File: config.mk
export PLATFORM = sky130hd
export DESIGN_NAME = rgb_seq_ctrl
export DESIGN_NICKNAME = d
export VERILOG_FILES = /design/src/rtl/rgb_pkg.sv /design/src/rtl/rgb_seq_ctrl_btn.sv /design/src/rtl/rgb_seq_ctrl.sv
export SDC_FILE = /design/constraint.sdc
export NUM_CORES = 1
export LEC_CHECK = 0
export CAP_MARGIN = 20
export CORE_ASPECT_RATIO = 2
export CORE_MARGIN = 2
export CORE_UTILIZATION = 50
export DETAILED_ROUTE_END_ITERATION = 7
export DONT_BUFFER_PORTS = 1
export SLEW_MARGIN = 20
export SYNTH_ARGS = -nofsm -noshare
export SYNTH_HDL_FRONTEND = slang
export SYNTH_HIERARCHICAL = 1
export SYNTH_SLANG_ARGS = --single-unit
File: constraint.sdc
create_clock -name clk100mhz -period 3.1 [get_ports clk100mhz]
set_input_delay 0.31 -clock clk100mhz [delete_from_list [all_inputs] [get_ports clk100mhz]]
set_output_delay 0.31 -clock clk100mhz [all_outputs]
set_load 0.01 [all_outputs]
File: src/rtl/rgb_pkg.sv
// rgb_pkg: shared types and constants for the RGB sequencer.
// Holds the color table, index type, period limits and mode enum.
package rgb_pkg;

  typedef logic [2:0] color_idx_t;

  typedef struct packed {
    logic [7:0] r;
    logic [7:0] g;
    logic [7:0] b;
  } rgb_t;

  typedef enum logic {
    MODE_MANUAL,
    MODE_AUTO
  } mode_t;

  localparam color_idx_t COLOR_IDX_MAX = 3'd6;
  localparam color_idx_t COLOR_IDX_RST = 3'd3;

  localparam logic [14:0] PERIOD_RST  = 15'd700;
  localparam logic [14:0] PERIOD_STEP = 15'd200;
  localparam logic [14:0] PERIOD_LO   = 15'd510;
  localparam logic [14:0] PERIOD_HI   = 15'd16384;

  function automatic rgb_t color_lut(input color_idx_t idx);
    rgb_t c;
    case (idx)
      3'd0:    c = '{8'd255, 8'd0,   8'd0};
      3'd1:    c = '{8'd255, 8'd165, 8'd0};
      3'd2:    c = '{8'd255, 8'd255, 8'd0};
      3'd3:    c = '{8'd255, 8'd255, 8'd255};
      3'd4:    c = '{8'd0,   8'd255, 8'd0};
      3'd5:    c = '{8'd0,   8'd0,   8'd255};
      3'd6:    c = '{8'd160, 8'd32,  8'd240};
      default: c = '{8'd0,   8'd0,   8'd0};
    endcase
    return c;
  endfunction

endpackage

File: src/rtl/rgb_seq_ctrl_btn.sv
// btn_cond: 2-flop synchronizer, debouncer and press detector.
// Ports: clk, rst (async high), raw button in, press one-cycle pulse out.
module btn_cond #(
  parameter int unsigned DEBOUNCE_CYCLES = 1000000
) (
  input  logic clk,
  input  logic rst,
  input  logic raw,
  output logic press
);

  localparam int CW = $clog2(DEBOUNCE_CYCLES + 1);
  localparam logic [CW-1:0] CNT_LAST = CW'(DEBOUNCE_CYCLES - 1);

  logic [1:0]    sync;
  logic          stable;
  logic          stable_d;
  logic [CW-1:0] cnt;

  always_ff @(posedge clk or posedge rst) begin
    if (rst) begin
      sync     <= '0;
      stable   <= 1'b0;
      stable_d <= 1'b0;
      cnt      <= '0;
    end else begin
      sync     <= {sync[0], raw};
      stable_d <= stable;
      if (sync[1] == stable) begin
        cnt <= '0;
      end else if (cnt == CNT_LAST) begin
        // Nth consecutive differing cycle: accept the new level.
        stable <= ~stable;
        cnt    <= '0;
      end else begin
        cnt <= cnt + CW'(1);
      end
    end
  end

  // Rising edge of the debounced level only; releases are silent.
  assign press = stable & ~stable_d;

endmodule

File: src/rtl/rgb_seq_ctrl.sv
// rgb_seq_ctrl: button-driven color/brightness sequencer for a PWM LED.
// Ports: clk100mhz, rst (async high), btnl/c/r/u/d raw buttons;
// color_idx, red/green/blue, period, cfg_valid, auto_on registered outputs.
// Optional auto-cycle mode is built when RGB_AUTO_CYCLE_EN is defined.
module rgb_seq_ctrl
  import rgb_pkg::*;
#(
  parameter int unsigned DEBOUNCE_CYCLES = 1000000,
  parameter int unsigned AUTO_TICKS      = 100000000
) (
  input  logic        clk100mhz,
  input  logic        rst,
  input  logic        btnl,
  input  logic        btnc,
  input  logic        btnr,
  input  logic        btnu,
  input  logic        btnd,
  output color_idx_t  color_idx,
  output logic [7:0]  red,
  output logic [7:0]  green,
  output logic [7:0]  blue,
  output logic [14:0] period,
  output logic        cfg_valid,
  output logic        auto_on
);

  logic [4:0] raw;
  logic [4:0] press;

  assign raw = {btnd, btnu, btnr, btnc, btnl};

  for (genvar i = 0; i < 5; i++) begin : g_btn
    btn_cond #(
      .DEBOUNCE_CYCLES(DEBOUNCE_CYCLES)
    ) u_btn (
      .clk  (clk100mhz),
      .rst  (rst),
      .raw  (raw[i]),
      .press(press[i])
    );
  end

  logic       pl, pc, pr, pu, pd;
  logic [2:0] cp;
  logic       tick_step;

  assign pl = press[0];
  assign pc = press[1];
  assign pr = press[2];
  assign pu = press[3];
  assign pd = press[4];
  assign cp = {pr, pc, pl};

  color_idx_t  idx_nxt;
  logic [14:0] per_nxt;

  always_comb begin
    idx_nxt = color_idx;
    per_nxt = period;
    // Simultaneous color presses fall to default: no change.
    case (cp)
      3'b001: if (color_idx != COLOR_IDX_MAX) idx_nxt = color_idx + 3'd1;
      3'b010: idx_nxt = COLOR_IDX_RST;
      3'b100: if (color_idx != 3'd0) idx_nxt = color_idx - 3'd1;
      3'b000: begin
        if (tick_step) begin
          idx_nxt = (color_idx == COLOR_IDX_MAX) ? 3'd0
                                                 : color_idx + 3'd1;
        end
      end
      default: ;
    endcase
    case ({pd, pu})
      2'b01: if (period > PERIOD_LO) per_nxt = period - PERIOD_STEP;
      2'b10: if (period < PERIOD_HI) per_nxt = period + PERIOD_STEP;
      default: ;
    endcase
  end

  always_ff @(posedge clk100mhz or posedge rst) begin
    if (rst) begin
      color_idx          <= COLOR_IDX_RST;
      {red, green, blue} <= color_lut(COLOR_IDX_RST);
      period             <= PERIOD_RST;
      cfg_valid          <= 1'b0;
    end else begin
      color_idx          <= idx_nxt;
      // Table driven from the next index so rgb never lags color_idx.
      {red, green, blue} <= color_lut(idx_nxt);
      period             <= per_nxt;
      cfg_valid          <= (idx_nxt != color_idx) ||
                            (per_nxt != period);
    end
  end

`ifdef RGB_AUTO_CYCLE_EN
  localparam int TW = $clog2(AUTO_TICKS + 1);
  localparam logic [TW-1:0] TICK_LAST = TW'(AUTO_TICKS - 1);

  mode_t         mode;
  logic [TW-1:0] tick;
  logic          toggle;
  logic          color_press;

  assign toggle      = pl & pr;
  assign color_press = |cp;
  assign tick_step   = (mode == MODE_AUTO) && (tick == TICK_LAST);

  always_ff @(posedge clk100mhz or posedge rst) begin
    if (rst) begin
      mode    <= MODE_MANUAL;
      auto_on <= 1'b0;
      tick    <= '0;
    end else begin
      case (mode)
        MODE_MANUAL: begin
          if (toggle) begin
            mode    <= MODE_AUTO;
            auto_on <= 1'b1;
          end
        end
        MODE_AUTO: begin
          if (toggle) begin
            mode    <= MODE_MANUAL;
            auto_on <= 1'b0;
          end
        end
        default: begin
          mode    <= MODE_MANUAL;
          auto_on <= 1'b0;
        end
      endcase
      // Any color press or mode change restarts the step interval.
      if (color_press || mode == MODE_MANUAL || tick == TICK_LAST) begin
        tick <= '0;
      end else begin
        tick <= tick + TW'(1);
      end
    end
  end
`else
  assign tick_step = 1'b0;
  assign auto_on   = 1'b0;
`endif

endmodule

## Yosys cells after proc, flatten, opt, wreduce, memory -nomap -nowiden

Index checks and enable logic that the tools add are counted.

- Output and inout bits: 44
- Register bits: 163
- Input port bits: 7
- Word-level logic and storage cells: 106

- Mux-type cells: 17
- Eq/ne operators: 24
- Bitwise logic cells: 20
- $lt $le $gt $ge: 2
- Add/subtract/negate cells: 9
- Reduce and logical (&&, ||, !) cells: 8

Operator list:

| kind | count |
|---|---|
| $mux 20 | 10 |
| $pmux 24 s7 | 1 |
| $add 20x1->20 const B | 5 |
| $eq 20x20->1 const B | 5 |
| $mux 15 | 2 |
| $pmux 15 s2 | 1 |
| $add 15x8->15 const B | 1 |
| $gt 15x9->1 const B | 1 |
| $lt 15x15->1 const B | 1 |
| $ne 15x15->1 | 1 |
| $not 1->1 | 15 |
| $sub 15x8->15 const B | 1 |
| $eq 3x3->1 const B | 4 |
| $reduce_and 2->1 | 5 |
| $eq 3x2->1 const B | 3 |
| $pmux 3 s3 | 1 |
| $eq 3x1->1 const B | 2 |
| $mux 3 | 2 |
| $and 1x1->1 | 5 |
| $eq 1x1->1 | 5 |
| $add 3x1->3 const B | 1 |
| $logic_not 3->1 | 1 |
| $ne 3x3->1 | 1 |
| $ne 3x3->1 const B | 1 |
| 5 further kinds | 5 |

## Logic depth before layout (Yosys ltp)

Gate-level depths: netlist of run 1.

- Word-level depth: 6
- Depth in mapped cells: 11
- Mapped depth without buffers: 9

## Cells and area by module

The synthesis of run 1 kept the hierarchy.

Modules (own cells, without submodules):

| module | area an instance (sq um) | times used | cells an instance |
|---|---|---|---|
| btn_cond | 1,181.1 | 5 | 110 |
| rgb_seq_ctrl | 2,404.8 | 1 | 312 |

## Worst setup path before layout of run 1

OpenSTA, ideal clock, no wires.

- Path type: register to register
- Start point: reg period[3]
- End point: reg cfg_valid
- Data arrival time: 2.270 ns
- Clock period less this slack: 2.410 ns
- Setup time: 0.140 ns
- Stages on the path, launching flop included: 10
- Setup slack: 0.690 ns
- Cells stage by stage: dfstp_2 clkbuf_1 inv_1 ha_1 o21ai_0 a32o_1 a221oi_1 nand4b_1 nor4_1 nand4_1

- Word-level cells in the longest chain between the ends: 5
- Elaborated cells on any way between the ends: 9
- Classes of those cells: 2 x add/sub; 2 x order compare; 1 x eq/ne; 3 x mux; 1 x reduce/logical

RTL lines:

| item | RTL line | source |
|---|---|---|
| start: declaration | rgb_seq_ctrl.sv:22 | `output logic [14:0] period,` |
| start signal: assignment | rgb_seq_ctrl.sv:90 | `period <= per_nxt;` |
| $add 15x8->15, or another cell as far along | rgb_seq_ctrl.sv:75 | `2'b10: if (period < PERIOD_HI) per_nxt = period + PERIOD_STEP;` |
| $mux 15, on equally long branches | rgb_seq_ctrl.sv:75, rgb_seq_ctrl.sv:74 |  |
| $pmux 15 s2 | rgb_seq_ctrl.sv:73 | `case ({pd, pu})` |
| $ne 15x15->1 * | rgb_seq_ctrl.sv:92 | `(per_nxt != period);` |
| $logic_or 1x1->1 * | rgb_seq_ctrl.sv:91 | `cfg_valid <= (idx_nxt != color_idx) \|\|` |
| end signal: assignment | rgb_seq_ctrl.sv:91 |  |
| end: declaration | rgb_seq_ctrl.sv:23 | `output logic cfg_valid,` |

Mark *: on every way between the ends. The rest lies on a longest branch, timed or not.
A chain may end at the register's enable or synchronous reset.

## Worst setup path after layout of run 1

- Start point: reg g_btn[3].u_btn.stable
- End point: reg cfg_valid

- Word-level cells in the longest chain between the ends: 5
- Elaborated cells on any way between the ends: 6
- Classes of those cells: 3 x eq/ne; 1 x mux; 1 x bitwise; 1 x reduce/logical

RTL lines:

| item | RTL line | source |
|---|---|---|
| start: declaration | rgb_seq_ctrl_btn.sv:16 | `logic stable;` |
| start signal: assignment | rgb_seq_ctrl_btn.sv:33 | `stable <= ~stable;` |
| $and 1x1->1 * | rgb_seq_ctrl_btn.sv:42 | `assign press = stable & ~stable_d;` |
| net pu | rgb_seq_ctrl.sv:43 | `logic pl, pc, pr, pu, pd;` |
| $eq 2x2->1 or $eq 2x1->1 (tied branches) | rgb_seq_ctrl.sv:73 |  |
| $pmux 15 s2 * | rgb_seq_ctrl.sv:73 |  |
| $ne 15x15->1 * | rgb_seq_ctrl.sv:92 |  |
| $logic_or 1x1->1 * | rgb_seq_ctrl.sv:91 |  |

The timed path passes the listed nets; every way through them passes the cells marked *.

==> results of run 1 <==
## per-layer routing
layer / track usage, % / vias to the layer above
li1: - / 3101
met1: 25.2 / 3310
met2: 41.1 / 217
met3: 5.89 / 61
met4: 12.1 / 0
met5: 0 / -
## worst paths after layout
check,endpoint,slack (ns)
hold / removal,g_btn[0].u_btn/cnt[14],-0.02
setup reg to reg,cfg_valid,0.45
setup / recovery,cfg_valid,0.45
min in group clk100mhz,g_btn[3].u_btn/sync[1],0.35
max in group asynchronous,g_btn[4].u_btn/cnt[19],1.95
hold reg to reg,g_btn[3].u_btn/sync[1],0.35
## power groups by stage
stage	Clock, mW	Sequential [mW]	Combinational (mW)
after floorplan	0	1.94	0.0910
after global placement	0	1.94	0.104
final	2.51	1.91	0.109
after CTS	2.57	1.91	0.114
after detailed placement	0	1.94	0.107
after global routing	2.64	1.91	0.128
## cell families after synthesis
| family | share of synthesized area (%) |
|---|---|
| flops | 43.3 |
| buf+inv | 5.24 |
| other cells | 0.0904 |
| compound gates | 13.0 |
| fa+ha+maj | 1.96 |
| xor+xnor | 7.90 |
| simple gates | 26.0 |
| mux | 2.53 |
## cell type report
class / instances / area [µm²]
clock buffers: 18 / 439
clock inverters: 14 / 285
fillers: 1463 / 7110
inverters: 24 / 90.1
multi-input cells: 640 / 4290
flip-flops and latches: 143 / 3600
well taps: 204 / 255
repair buffers: 25 / 203
## stage by stage
stage / hold slack [ns] / instance area (µm²)
finish: -0.0168 / 9160
global route: 0.0537 / 9160
CTS: 0.00374 / 9160
detailed placement: 0.336 / 8370
global placement: 0.336 / 8370
floorplan: 0.302 / 8320
## cell usage in the layout, fill, tap and decap left out, types with 14 or more instances in the layout
cell / instances
dfstp_2: 14
clkbuf_16: 17
buf_4: 19
nor3_1: 21
xor2_1: 37
dfrtp_1: 129
nand4_1: 29
nor2_1: 100
a21oi_1: 50
nand3_1: 40
o21ai_0: 30
nand2_1: 54
nor4_1: 20
xnor2_1: 38
inv_1: 23
## sequential cells by signal (all words and copies together), names as in the netlist
name / cells
g_btn.u_btn/cnt: 100
period: 12
g_btn.u_btn/sync: 10
g_btn.u_btn/stable: 5
g_btn.u_btn/stable_d: 5
color_idx: 3
green: 3
blue: 2
red: 2
cfg_valid: 1
## critical path: stages, from the launching register on
cell and delay, ns:
dfrtp_1 0.40, nor2b_1 0.16, inv_1 0.05, ha_1 0.43
clkinv_1 0.16, buf_4 0.20, a32o_1 0.25, a221oi_1 0.31
nand4b_1 0.15, nor4_1 0.26, nand4_1 0.13
==> results_dict.tcl, run 1 <==
set metrics [dict create \
    p_leak_nw 3.79 \
    cp.required_ns 3.38 \
    irDropWorstVdd_v 0.000569 \
    cts.hold.buffers_added 6 \
    numPortBuffers 0 \
    viasPerCell 6.26 \
    worstRegToRegCells 10 \
    cp-start-kind "flop" \
    post_cts_resize_count 0 \
    cp-end-kind "flop" \
    path_clk_slew_ns 0.07 \
    grt_pass1_vias 6883 \
    synth_area_leaders "dfrtp_1 (39%), nor2_1 (4.5%), dfstp_2 (4.4%)" \
    fp.dieArea_mm2 0.0177 \
    status "complete, but fails checks" \
    synth_edf_count 0 \
    power.density_mw_per_mm2 494 \
    num_antenna_cells 0 \
    drive_above_1_share_pct 13.8 \
    rsz0062_at_grt "no" \
    violations "hold timing" \
    drt-initial-drc-count 275 \
    period_needed_ns 2.65 \
    ys_ff_latch 143 \
    skew_ns 0.00964 \
    postCtsSetupBuffers 0 \
    wl_per_cell_um 18.6 \
    synthesis.area_mm2 0.00831 \
    rows 66 \
    place_congestion 0.915 \
    p_clk_share_pct 55.4 \
    synth_most_common_cell "dfrtp_1" \
    grt_overflow_total 0 \
    cts_inserted_buffers 17 \
    synth_cell_types 75 \
    power_switching_share_pct 20.1 \
    start_util_pct 51.1 \
    fmax_mhz 378 \
    finalSetupTns_ns 0 \
    synthFlopType "dfrtp_1" \
    finalSetupViolCount 0 \
    tightest_slew_ns 1.04 \
    io_pins 51 \
    fp.dieW_um 95.2 \
    total_power_mw 4.53 \
    hold_viol 39 \
    r2r_start "g_btn[3].u_btn/stable" \
    grt_pass1_wl_um 33100 \
    pre_cts_ws_ns 0.547 \
    worstPathMaxFanout 12 \
    crit_type "reg2reg" \
    hold_path_class "in2async" \
    routed-wl-met2_um 10700 \
    wl_met3_um 1110 \
    synth_top_area_share_pct 38.8 \
    yosysWarnings 6 \
    syn2layout_area_growth_pct 10.2 \
    postSynthCellCount 862 \
    post-route-drc-count 0 \
    post-route-period-util_pct 85.4 \
    maxSlewViolCount 0 \
    die_h_um 186 \
    p_switching_uw 910 \
    wl_met1_um 7350 \
    clk_path_buf_depth 2 \
    vias 6689 \
    layoutNonFillerInstCount 1068 \
    nets 871 \
    cts_tree "done" \
    holdWs_ns -0.0168 \
    p_comb_share_pct 2.4 \
    arrival_ns 2.92 \
    dp.cells 1030 \
    synth-async-reset-ratio_pct 100 \
    clock_latency_ns 0.42 \
    cts.sinks 143 \
    hpwl_um 14200 \
    grt_max_degree 25 \
    cp-startpoint "g_btn[3].u_btn/stable" \
    max-cap-violations 0 \
    maxSlewHeadroom_pct 30.2 \
    drt_pass1_iterations 5 \
    totalWireLength_um 19900 \
    drt.antenna.violating_nets 0 \
    gr-usage-all-layers_pct 23.5 \
    p_int_mw 3.62 \
    fin_ws_ns 0.453 \
    htreeDepth 4 \
    antenna_found_initial 0 \
    avgSynthCellArea_um2 9.64 \
    share_seq_of_total_power_pct 42.2 \
    top_layer "met4" \
    clockRootBuffer "clkbuf_16" \
    fin_util_pct 56.3 \
    yosysTopAreaCell "dfrtp_1" \
    core_mm2 0.0163 \
    ys_seq_area_share_pct 43.3 \
    synth_common_cells "dfrtp_1 (129), nor2_1 (100), nand2_1 (54)" \
]
(Power assumes the default switching activity.)
==> run 2: changes to the inputs <==
- CORE_MARGIN: 2 -> default
==> results_dict.tcl, run 2 (synthesized netlist as in run 1, its figures left out) <==
set metrics [dict create \
    status "complete, but fails checks" \
    violations "hold timing" \
    post-route-period-util_pct 85.3 \
    grt_pass1_vias 6621 \
    cp_slowest_stage_delay_ns 0.61 \
    p_leak_nw 3.71 \
    layout_common_cells "dfrtp_1 (129), nor2_1 (100), nand2_1 (54)" \
    path_clk_slew_ns 0.06 \
    wl_per_cell_um 18.1 \
    top_regs "g_btn.u_btn/cnt: 100 flops, period: 12 flops, g_btn.u_btn/sync: 10 flops" \
    nFillCells 1421 \
    grt_max_degree 37 \
    drive_above_1_share_pct 12.7 \
    start_util_pct 51.1 \
    die_h_um 184 \
    hold_viol 24 \
    multiInputGateArea_mm2 0.00429 \
    final_common_cell "dfrtp_1" \
    clockRootBuffer "clkbuf_16" \
    clk_path_buf_depth 2 \
    core_mm2 0.0163 \
    totalWireLength_um 19300 \
    hpwl_um 13600 \
    fp.dieArea_mm2 0.0172 \
    r2r_start "period[10]" \
    r2r_end "cfg_valid" \
    htreeDepth 4 \
    post-route-drc-count 0 \
    worstRegToRegCells 7 \
    vias 6460 \
    finalSetupTns_ns 0 \
    num_antenna_cells 0 \
    skew_ns 0.00951 \
    worstPathCellList "buf_4 -> or3_1 -> a2111oi_1 -> a31oi_1 -> nor3_1 -> nor4_1 -> nand4_1" \
    grt_overflow_total 0 \
    seq_area_mm2 0.00360 \
    postCtsSetupBuffers 0 \
    rsz0062_at_grt "no" \
    place_congestion 0.928 \
    drt_pass1_iterations 5 \
    fmax_mhz 378 \
    io_pins 51 \
    cts.sinks 143 \
    period_needed_ns 2.65 \
    cts_inserted_buffers 17 \
    finalSetupViolCount 0 \
    holdWs_ns -0.0205 \
    maxSlewHeadroom_pct 31.6 \
    crit_type "reg2reg" \
    crit_slowest_cell "a2111oi_1" \
    power.density_mw_per_mm2 451 \
    antenna_found_initial 0 \
    rows 66 \
    grt_pass1_wl_um 31800 \
    arrival_ns 3.00 \
    gr-usage-all-layers_pct 23.5 \
    cp-end-kind "flop" \
    hold_path_class "in2async" \
    cp-start-kind "flop" \
    r2r_setup_slack_ns 0.45 \
    cts_tree "done" \
    max-cap-violations 0 \
    drt.antenna.violating_nets 0 \
    irDropWorstVdd_v 0.000331 \
    regMostFlops "g_btn.u_btn/cnt" \
    worstPathMaxFanout 9 \
    drt-initial-drc-count 363 \
    cp.required_ns 3.45 \
    nets 867 \
    total_power_mw 4.06 \
    tightest_slew_ns 1.02 \
    syn2layout_area_growth_pct 8.27 \
    numPortBuffers 0 \
    largest_reg_flops 100 \
    fp.dieW_um 93.2 \
    crit_buf_inv 1 \
    viasPerCell 6.08 \
    clock_latency_ns 0.42 \
    maxSlewViolCount 0 \
    crit_family "simple AND/OR/NAND/NOR gates" \
]
==> run 2: changes by cell type in the layout (fill, tap and decap cells not counted), moves of 2 or more <==
| cell | delta |
|---|---|
| buf_4 | -6 |
| bufinv_16 | -6 |
| clkbuf_1 | +4 |
| clkbuf_8 | +4 |
| clkinvlp_4 | -2 |
==> run 2: worst max path at each step <==
stage,start,endpoint,slack (ns),cells after the start
global route,period[3],cfg_valid,0.37,8
finish,period[10],cfg_valid,0.45,7
floorplan,period[3],cfg_valid,0.69,9
detailed placement,color_idx[0],green[6],0.58,8
global placement,period[3],cfg_valid,0.61,8
CTS,color_idx[0],green[6],0.55,8
==> run 2: per-stage QoR <==
stage | util [%] | cell area, µm² | hold WS [ns] | instances | setup WS [ns]
6_report | 55.3 | 9000 | -0.0205 | 1063 | 0.455
5_1_grt | 55.3 | 9000 | 0.0321 | 1063 | 0.365
4_1_cts | 55.2 | 8970 | 0.00869 | 1061 | 0.552
3_5_place_dp | 51.2 | 8330 | 0.338 | 1024 | 0.581
3_3_place_gp | 51.2 | 8330 | 0.336 | 1024 | 0.612
2_1_floorplan | - | 8320 | 0.302 | 864 | 0.690
==> run 2: metal layers <==
metal  up-vias  share of wire [%]  global-route usage [%]
met5         -                  0                       0
met4         0                3.2                    11.9
met3        45                5.2                    5.82
met2       182                 54                    42.9
met1      3158                 38                    24.5
li1       3075                  -                       -
==> run 2: worst register-to-register path, cell delays in order, from the launching register on <==
cell and delay (ns):
dfrtp_1 0.47, buf_4 0.22, or3_1 0.45, a2111oi_1 0.61, a31oi_1 0.16, nor3_1 0.43, nor4_1 0.13, nand4_1 0.10
==> run 2: what timing repair did <==
| item | in CTS | in global routing |
|---|---|---|
| endpoints found under the hold margin | 32 | 6 |
| hold buffers | 6 | 1 |
| gates resized for setup | 0 | 0 |
==> run 2: area by class of cell <==
cell class	instances	share of cell area [%]
multi-input cells	640	47.6
inverters	24	1.00
repair buffers	21	2.03
clock inverters	5	0.862
flip-flops and latches	143	40.0
clock buffers	26	5.66
well taps	204	2.84
==> run 2: power by group <==
part           internal [mW]  switching, mW  total, mW
sequential              1.89         0.0194       1.91
clock                   1.29          0.748       2.03
combinational         0.0341         0.0807      0.115
==> run 3: changes to the inputs <==
- RECOVER_POWER: default -> 50
- REMOVE_ABC_BUFFERS: default -> 1
==> results_dict.tcl, run 3 (synthesized netlist as in run 1, its figures left out) <==
set metrics [dict create \
    maxSlewViolCount 0 \
    share_seq_of_total_power_pct 47.9 \
    rsz0062_at_grt "no" \
    violations "hold timing" \
    crit_type "reg2reg" \
    worstRegToRegCells 7 \
    numPortBuffers 0 \
    hpwl_um 13500 \
    arrival_ns 3.01 \
    grt_pass1_vias 6737 \
    r2r_end "cfg_valid" \
    cp-startpoint "period[14]" \
    cts_tree "done" \
    totalWireLength_um 19500 \
    gr-usage-all-layers_pct 24.0 \
    r2r_setup_slack_ns 0.37 \
    max-cap-violations 0 \
    worstPathMaxFanout 20 \
    clock_latency_ns 0.42 \
    p_switching_uw 876 \
    p_int_mw 3.11 \
    grt_max_degree 25 \
    cts.hold.buffers_added 6 \
    fp.dieArea_mm2 0.0172 \
    drt.antenna.violating_nets 0 \
    cp-end-kind "flop" \
    irDropWorstVdd_v 0.000400 \
    rows 66 \
    r2r_start "period[14]" \
    fmax_mhz 366 \
    place_congestion 0.928 \
    drt_pass1_iterations 4 \
    vias 6530 \
    fp.dieW_um 93.2 \
    cts_inserted_buffers 17 \
    power_switching_share_pct 22.0 \
    regMostFlops "g_btn.u_btn/cnt" \
    finalSetupTns_ns 0 \
    holdWs_ns -0.0121 \
    total_power_mw 3.98 \
    clockRootBuffer "clkbuf_16" \
    clk_path_buf_depth 2 \
    maxSlewHeadroom_pct 30.0 \
    largest_reg_flops 100 \
    viasPerCell 6.16 \
    syn2layout_area_growth_pct 7.45 \
    path_clk_slew_ns 0.06 \
    tightest_slew_ns 1.05 \
    io_pins 51 \
    skew_ns 0.00934 \
    p_comb_share_pct 2.7 \
    post-route-period-util_pct 88.2 \
    final_common_cell "dfrtp_1" \
    antenna_found_initial 0 \
    top_regs "g_btn.u_btn/cnt: 100 flops, period: 12 flops, g_btn.u_btn/sync: 10 flops" \
    die_h_um 184 \
    hold_path_class "in2async" \
    start_util_pct 51.1 \
    period_needed_ns 2.73 \
    grt_overflow_total 0 \
    power.density_mw_per_mm2 446 \
    status "complete, but fails checks" \
    postCtsSetupBuffers 0 \
    cts.sinks 143 \
    num_antenna_cells 0 \
    p_clk_share_pct 49.4 \
    p_leak_nw 3.67 \
    nets 863 \
    cp.required_ns 3.38 \
    grt_pass1_wl_um 32300 \
    finalSetupViolCount 0 \
    post_cts_resize_count 0 \
    hold_viol 19 \
    cp-start-kind "flop" \
    drive_above_1_share_pct 11.1 \
    core_mm2 0.0163 \
    fin_util_pct 54.9 \
    wl_per_cell_um 18.4 \
    post-route-drc-count 0 \
    layout_common_cells "dfrtp_1 (129), nor2_1 (100), nand2_1 (54)" \
    drt-initial-drc-count 273 \
    htreeDepth 4 \
]
-- run 3: cell types whose count changed in the layout (fill, tap and decap cells not counted), sizes merged --
cell | previous run | this run
clkinvlp | 1 | 2
bufinv | 2 | 1
inv | 23 | 25
clkinv | 3 | 5
dlygate4sd3 | 7 | 6
buf | 14 | 8
-- run 3: layout make-up --
type	count	area, µm²
clock buffer	23	488
clock inverter	9	82.6
fill	1455	7340
inverter	24	90.1
multi-input combinational	640	4290
sequential	143	3600
tap	204	255
timing repair buffer	17	131
-- run 3: worst max path at each step --
stage / to / slack, ns
finish: cfg_valid / 0.37
global route: green[6] / 0.21
CTS: green[6] / 0.56
detailed placement: cfg_valid / 0.56
global placement: cfg_valid / 0.60
floorplan: cfg_valid / 0.61
-- run 3: power by group through the flow --
stage	clock network, mW	registers (mW)	logic [mW]
2_1_floorplan	0	1.94	0.0800
3_3_place_gp	0	1.94	0.103
3_5_place_dp	0	1.94	0.105
4_1_cts	2.03	1.91	0.113
5_1_grt	2.10	1.91	0.126
6_report	1.97	1.91	0.108
-- run 3: layer usage --
layer  global-route usage, %  share of wire (%)
met1                    25.1                 39
met2                    43.5                 53
met3                    5.90                4.7
met4                    12.7                3.5
met5                       0                  0
-- run 3: critical path, cell delays in order (launching register included) --
cell and delay [ns]:
dfrtp_1 0.39, clkbuf_1 0.44, nor4_1 0.52, nand2_1 0.24, a32o_1 0.33, a32o_1 0.21, o41ai_2 0.31, nand4_1 0.13
-- run 3: stage by stage --
step | worst slack [ns] | instances | area (µm²)
finish | 0.367 | 1060 | 8930
global route | 0.206 | 1060 | 8930
CTS | 0.558 | 1060 | 8940
detailed placement | 0.559 | 1022 | 8310
global placement | 0.603 | 1022 | 8310
floorplan | 0.613 | 807 | 7970
